===== src/rtl/offchip_link_arbiter.sv =====
// -----------------------------------------------------------------------------
// offchip_link_arbiter
//
// Purpose:
//   Shares one off-chip beat link between NUM_REQ on-chip requesters.
//   Round-robin arbitration with burst locking. The owner keeps the link until
//   one of three things happens: it sends its last beat, it has sent MAX_BURST
//   beats, or it drops valid. Beats toward the link come from a one-entry
//   output register that obeys the link's ready.
//
// Parameters:
//   NUM_REQ   number of requesters (>=2)
//   DATA_W    beat width
//   MAX_BURST beats per grant before forced rotation (>=1)
//
// Ports:
//   clk        in   clock, rising edge
//   rst        in   asynchronous active-high reset
//   req_valid  in   [NUM_REQ]          per-requester beat valid
//   req_last   in   [NUM_REQ]          per-requester last beat of burst
//   req_data   in   [NUM_REQ*DATA_W]   packed beats, requester i at [i*DATA_W +: DATA_W]
//   req_ready  out  [NUM_REQ]          per-requester accept (one-hot or zero)
//   valid_out  out                     beat valid toward the link
//   data_out   out  [DATA_W]           beat toward the link
//   ready      in                      link accepts beat
//   grant_id   out  [clog2(NUM_REQ)]   current or most recent owner
//   busy       out                     high while a burst owns the link
//   perf_beats out  [32]               (OFFCHIP_ARB_PERF_EN only) accepted-beat cycles
//   perf_stall out  [32]               (OFFCHIP_ARB_PERF_EN only) stalled-beat cycles
//
// Build option:
//   OFFCHIP_ARB_PERF_EN  adds the saturating perf_beats/perf_stall counters.
// -----------------------------------------------------------------------------
module offchip_link_arbiter #(
   parameter int NUM_REQ   = 4,
   parameter int DATA_W    = 64,
   parameter int MAX_BURST = 8,
   localparam int GW       = (NUM_REQ > 1) ? $clog2(NUM_REQ) : 1
) (
   input  logic                        clk,
   input  logic                        rst,
   input  logic [NUM_REQ-1:0]          req_valid,
   input  logic [NUM_REQ-1:0]          req_last,
   input  logic [NUM_REQ*DATA_W-1:0]   req_data,
   output logic [NUM_REQ-1:0]          req_ready,
   output logic                        valid_out,
   output logic [DATA_W-1:0]           data_out,
   input  logic                        ready,
   output logic [GW-1:0]               grant_id,
   output logic                        busy
`ifdef OFFCHIP_ARB_PERF_EN
   ,
   output logic [31:0]                 perf_beats,
   output logic [31:0]                 perf_stall
`endif
);

   localparam int CW = $clog2(MAX_BURST + 1);

   typedef enum logic {
      IDLE  = 1'b0,
      BURST = 1'b1
   } state_t;

   state_t              state_q, state_d;
   logic [GW-1:0]       grant_q, grant_d;
   logic [GW-1:0]       last_q, last_d;
   logic [CW-1:0]       cnt_q, cnt_d;
   logic                vld_q, vld_d;
   logic [DATA_W-1:0]   data_q, data_d;

   logic                free;
   logic                xfer;
   logic                found;
   logic [GW-1:0]       cand;
   logic [GW-1:0]       winner;

   // The output register can take a new beat when empty or draining this cycle.
   assign free = !vld_q || ready;

   // Round-robin search starting just after the previous owner, so a
   // just-released owner is considered last.
   always_comb begin
      winner = '0;
      found  = 1'b0;
      cand   = '0;
      for (int k = 1; k <= NUM_REQ; k++) begin
         cand = GW'((int'(last_q) + k) % NUM_REQ);
         if (!found && req_valid[cand]) begin
            winner = cand;
            found  = 1'b1;
         end
      end
   end

   always_comb begin
      state_d   = state_q;
      grant_d   = grant_q;
      last_d    = last_q;
      cnt_d     = cnt_q;
      vld_d     = vld_q;
      data_d    = data_q;
      req_ready = '0;
      xfer      = 1'b0;

      case (state_q)
         IDLE: begin
            // One-cycle arbitration bubble: nobody is acknowledged here.
            if (found) begin
               grant_d = winner;
               cnt_d   = '0;
               state_d = BURST;
            end
         end
         BURST: begin
            req_ready[grant_q] = free;
            xfer               = req_valid[grant_q] && free;
            if (!req_valid[grant_q]) begin
               // A gap in the owner's stream forfeits the grant.
               state_d = IDLE;
               last_d  = grant_q;
            end else if (xfer) begin
               if (req_last[grant_q] || (cnt_q == CW'(MAX_BURST - 1))) begin
                  state_d = IDLE;
                  last_d  = grant_q;
                  cnt_d   = '0;
               end else begin
                  cnt_d = cnt_q + 1'b1;
               end
            end
         end
         default: state_d = IDLE;
      endcase

      // Capture wins over drain, so capture+accept keeps valid high with new data.
      if (xfer) begin
         vld_d  = 1'b1;
         data_d = req_data[grant_q*DATA_W +: DATA_W];
      end else if (ready) begin
         vld_d = 1'b0;
      end
   end

   always_ff @(posedge clk or posedge rst) begin
      if (rst) begin
         state_q <= IDLE;
         grant_q <= '0;
         last_q  <= GW'(NUM_REQ - 1);
         cnt_q   <= '0;
         vld_q   <= 1'b0;
         data_q  <= '0;
      end else begin
         state_q <= state_d;
         grant_q <= grant_d;
         last_q  <= last_d;
         cnt_q   <= cnt_d;
         vld_q   <= vld_d;
         data_q  <= data_d;
      end
   end

   assign valid_out = vld_q;
   assign data_out  = data_q;
   assign grant_id  = grant_q;
   assign busy      = (state_q == BURST);

`ifdef OFFCHIP_ARB_PERF_EN
   function automatic logic [31:0] sat_inc(input logic [31:0] v);
      return (v == 32'hFFFF_FFFF) ? v : v + 32'd1;
   endfunction

   logic [31:0] perf_beats_q, perf_beats_d;
   logic [31:0] perf_stall_q, perf_stall_d;

   always_comb begin
      perf_beats_d = perf_beats_q;
      perf_stall_d = perf_stall_q;
      if (vld_q && ready)  perf_beats_d = sat_inc(perf_beats_q);
      if (vld_q && !ready) perf_stall_d = sat_inc(perf_stall_q);
   end

   always_ff @(posedge clk or posedge rst) begin
      if (rst) begin
         perf_beats_q <= '0;
         perf_stall_q <= '0;
      end else begin
         perf_beats_q <= perf_beats_d;
         perf_stall_q <= perf_stall_d;
      end
   end

   assign perf_beats = perf_beats_q;
   assign perf_stall = perf_stall_q;
`endif

endmodule

===== config.mk =====
export PLATFORM = sky130hd
export DESIGN_NAME = offchip_link_arbiter
export DESIGN_NICKNAME = d
export VERILOG_FILES = /design/src/rtl/offchip_link_arbiter.sv
export SDC_FILE = /design/constraint.sdc
export NUM_CORES = 1
export LEC_CHECK = 0
export CORE_AREA = 4 4 130 132
export CTS_CLUSTER_SIZE = 28
export DETAILED_ROUTE_END_ITERATION = 6
export DIE_AREA = 0 0 134 136
export PLACE_DENSITY = 0.7
export SYNTH_ARGS = -nofsm -noshare
export SYNTH_HDL_FRONTEND = slang
export SYNTH_SLANG_ARGS = --single-unit

===== constraint.sdc =====
create_clock -name clk -period 2.5 [get_ports clk]
set_input_delay 0.375 -clock clk [delete_from_list [all_inputs] [get_ports clk]]
set_output_delay 0.375 -clock clk [all_outputs]
set_load 0.02 [all_outputs]

Yosys cells after proc, flatten, opt, wreduce, memory -nomap -nowiden
Index checks and enable logic that the tools add are counted.
{ "classes": {"addsub": 5, "n_mul": 0, "n_div": 0, "magnitude_cmp": 6, "n_eq_ne": 6, "shift": 1, "muxes": 39, "n_bitwise": 2, "n_reduce_logical": 15} }
{ "op_table": {"columns": ["operator", "count"], "rows": [
  ["$shiftx 256x9->64", 1],
  ["$mux 4", 5],
  ["$mux 1", 18],
  ["$lt 2x3->1 const B", 5],
  ["$mux 2", 7],
  ["$bmux 1 s2", 6],
  ["$ne 2x1->1 const B", 4],
  ["$pmux 4 s2", 1],
  ["$reduce_and 3->1", 2],
  ["$logic_and 1x1->1", 5],
  ["$add 2x1->2 const B", 2],
  ["$add 2x2->2 const B", 2],
  ["$add 4x1->4 const B", 1],
  ["$and 4x4->4", 1],
  ["$eq 4x3->1 const B", 1],
  ["$logic_not 1->1", 4],
  ["$demux 1 s2", 1],
  ["$ge 2x1->1 const B", 1],
  ["$logic_or 1x1->1", 2],
  ["$ne 2x2->1 const B", 1],
  ["$pmux 1 s2", 1],
  ["$reduce_and 2->1", 1],
  ["$reduce_bool 2->1", 1],
  ["$not 1->1", 1]
]} }
{ "totals": {"register_bits": 74, "latch_bits": 0, "ramBits": 0, "mem_bits_ro": 0, "input_bits": 267, "output_inout_bits": 72, "word_cells": 80, "n_memories": 0} }

Longest topological paths before layout
{ "logic_depth": {"depth_word": 15, "depth_mapped": 6, "mapped_depth_nobuf": 5} }

Worst setup path before layout
OpenSTA, ideal clock, no wires.
{ "synth_timing": {"path_type": "flip-flop to output port", "start": "reg grant_q[1] (netlist: grant_id[1])", "end": "out req_ready[2]", "t_arrival_ps": 1630, "slack_ps": 495, "path_stages_with_launch": 6, "n_path_buf": 3, "path_cell_list": "dfrtp_1 buf_2 buf_1 buf_2 nand3_1 nor2_1"} }
{ "synth_via": {"elab_chain_len": 6, "elab_cells_between_ends": 7} }
{ "synth_lines": {"columns": ["item", "line", "source"], "rows": [
  ["from (decl)", "66", "logic [GW-1:0] grant_q, grant_d;"],
  ["from (signal assigned)", "154", "grant_q <= grant_d;"],
  ["$lt 2x3->1 (not written as such) / $ge 2x1->1 (equally long branches)", "116", "req_ready[grant_q] = free;"],
  ["$logic_and 1x1->1 (not written as such)", "116", null],
  ["$mux 1 (not written as such)", "116", null],
  ["$demux 1 s2 *", "116", null],
  ["$and 4x4->4 (no source line) *", null, null],
  ["$mux 4 *", "106", "case (state_q)"],
  ["to (decl)", "45", "output logic [NUM_REQ-1:0] req_ready,"]
]} }
Every way passes the cells marked *; elsewhere a longest branch is shown, timed or not.

Final worst setup path
{ "layout_timing": {"start": "in ready", "end": "out req_ready[3]"} }
{ "layout_via": {"elab_chain_len": 3} }
{ "layout_lines": {"columns": ["item", "line", "source"], "rows": [
  ["from (decl)", "48", "input logic ready,"],
  ["$logic_or 1x1->1", "79", "assign free = !vld_q || ready;"],
  ["$and 4x4->4 (no source line)", null, null],
  ["$mux 4", "106", null]
]} }
No other way between the ends.

==> flow_summary.json <==
{
  "status": "finished, final reports clean",
  "finalCoreUtilization": 0.5401,
  "core_um2": 15710,
  "fin_crit_sh": 0.9143,
  "placed_cell_area_um2": 8188,
  "dp_slack_ps": 223.7,
  "synth_cells": 281,
  "cp.required_ps": 2120,
  "reg2reg_slack_ps": 430,
  "seq_area_frac_synth": 0.4073,
  "die-area_um2": 18220,
  "fin_setup_tns_ps": 0,
  "layout_min_cycle_time_ps": 2286,
  "diodes": 0,
  "slew_headroom": 0.6041,
  "fin_worst_skew_ps": 5.367,
  "route.antenna.remaining_nets": 0,
  "layout-drive-gt1-share": 0.2657,
  "antenna_found_initial": 0,
  "final_max_slew_viol_count": 0,
  "fmax_ghz": 0.4375,
  "clockBufferDepth": 2,
  "yosys-top-cells-count": "dfrtp_1 (72), mux2_2 (66), mux4_2 (66)",
  "cts.clk_slew.worst_paths_ps": 60,
  "ys_seq_elements": 74,
  "start_util": 0.2898,
  "yosysWarnings": 0,
  "first_pass_iters": 4,
  "route.detailed.drc": 0,
  "syn_nets": 549,
  "ir_drop_v": 0.0006146,
  "root_buffer": "clkbuf_16",
  "die_h_um": 136,
  "synth-edff-count": 0,
  "portBuffers": 338,
  "dp_hpwl_mm": 13.55,
  "cts_tree": "built",
  "rsz0062_at_grt": "no",
  "drt-initial-drc-count": 96,
  "nNetsFinal": 884,
  "r2r_cells": 4,
  "numCtsBuffers": 9,
  "crit_chain": "clkdlybuf4s50_1 -> nand2b_1 -> nand3_1 -> nor2_1 -> clkdlybuf4s50_1",
  "grt_max_degree": 37,
  "grt_pass1_wl_mm": 24.21,
  "final.fill_count": 1338,
  "post_cts_resized": 0,
  "async_flop_share": 1.000,
  "postCtsHoldBufs": 0,
  "synth_area_um2": 4553,
  "post_drt_via_cell_ratio": 4.812,
  "crit_type": "in -> out",
  "first_global_vias": 4598,
  "r2r-start": "grant_id[1]$_DFFE_PP0P_",
  "yosys-top-cells-area": "dfrtp_1 (40%), mux4_2 (33%), mux2_2 (16%), buf_6 (2.2%), dfstp_2 (1.2%)",
  "syn_area_per_cell_um2": 16.20,
  "tightest_slew_ps": 593.9,
  "area_growth_pct": 86.40,
  "power_density_nw_per_um2": 1078,
  "path_max_fanout": 4,
  "synth_area_leader_cell": "dfrtp_1",
  "fin_area_um2": 8487,
  "cp.arrival_ps": 1910,
  "endpoint_kind": "output pin",
  "synth_top_area_frac": 0.3957,
  "setup_violations": 0,
  "ys_types": 30,
  "clock-sinks": 74,
  "grt_use_total": 0.1722,
  "worstSkewPairLatency_ps": 330,
  "dieWidth_um": 134,
  "ios": 339,
  "hold_slack_ps": 412.6,
  "cp_common_cell": "clkdlybuf4s50_1",
  "finalHoldViolCount": 0,
  "reg2reg_to": "data_out[20]$_DFFE_PP0P_",
  "rows": 46,
  "yosysMostFrequentCell": "dfrtp_1",
  "slowest_delay_ps": 610,
  "post_cts_buffers": 0,
  "cts_max_level": 3,
  "grt-ovfl-total": 0,
  "wl_per_cell_um": 19.34,
  "cpMaxStageDelayCell": "clkdlybuf4s50_1",
  "critPathLaunchType": "primary input",
  "vias": 4028,
  "drv_cap": 0,
  "hold_class": "in -> async",
  "wl_mm": 16.19,
  "setup_ws_ps": 214.4,
  "gp_congestion": 0.7804,
  "p_leak_nw": 3.214,
  "ys.flop_type": "dfrtp_1"
}
[area by class of cell]
class / instances / area [um^2] / area share
clock buffer: 14 / 264.0 / 0.03111
clock inverter: 2 / 35.03 / 0.004128
inverter: 7 / 27.53 / 0.003243
multi-input combinational: 175 / 2500 / 0.2946
sequential: 74 / 1862 / 0.2194
tap: 216 / 270.3 / 0.03184
timing repair buffer: 349 / 3528 / 0.4157
[worst max-delay path by stage]
stage,startpoint,cells after the start,slack [ps],endpoint
floorplan,rst,1,250,busy$_DFF_PP0_
global placement,ready,5,210,req_ready[3]
detailed placement,ready,5,220,req_ready[2]
CTS,ready,5,200,req_ready[2]
global route,ready,5,160,req_ready[2]
finish,ready,5,210,req_ready[3]
[registers in the layout, indices dropped and copies added, names as in the netlist]
| name | count |
|---|---|
| data_out | 64 |
| cnt_q | 4 |
| grant_id | 2 |
| last_q | 2 |
| busy | 1 |
| valid_out | 1 |
[per-layer routing]
metal | wire length (um) | global-route usage | up-vias
met2 | 8582 | 0.3181 | 232
li1 | - | - | 1802
met5 | 0 | 0 | -
met4 | 479 | 0.06857 | 0
met1 | 5594 | 0.1790 | 1963
met3 | 1528 | 0.05922 | 31
[worst max-delay path: cells and delay by family]
family	cells	cell delay [ps]
and+or+nand+nor	3	480
buffers and inverters	2	1060
[power by group]
group	total [mW]	switching (mW)	internal [mW]	leakage, nW
clock network	1.31	0.485	0.827	0.147
logic	5.56	2.32	3.24	2.19
registers	2.28	0.441	1.84	0.875
[cell families (layout without fill, tap and decap cells)]
logic type,after synthesis,in the layout,synth area share
flops,74,74,0.4073
simple gates,25,25,0.03078
buf+inv,32,372,0.04370
compound gates,17,17,0.02583
mux,132,132,0.4897
fa+ha+maj,1,1,0.002748
[cell usage in the layout (no fill, tap or decap), types with 2 or more instances in the layout]
cell type        count
clkdlybuf4s50_1    338
dfrtp_1             70
mux4_2              66
mux2_2              66
clkbuf_16            9
nand3_1              6
inv_1                6
buf_4                6
nand2_1              5
nor2_1               5
buf_12               5
nand2b_1             4
o21ai_0              4
clkbuf_1             3
o31ai_1              2
o221ai_1             2
clkinv_2             2
o22ai_1              2
a21oi_1              2
clkbuf_8             2
dfrtp_4              2
dfstp_2              2
[through the flow]
stage	power [mW]	instances
after floorplan	5.722	281
after global placement	7.820	821
after detailed placement	7.952	821
after CTS	9.317	837
after global routing	9.698	837
final	9.149	837
Note: power is estimated with default switching activity, not from simulation.
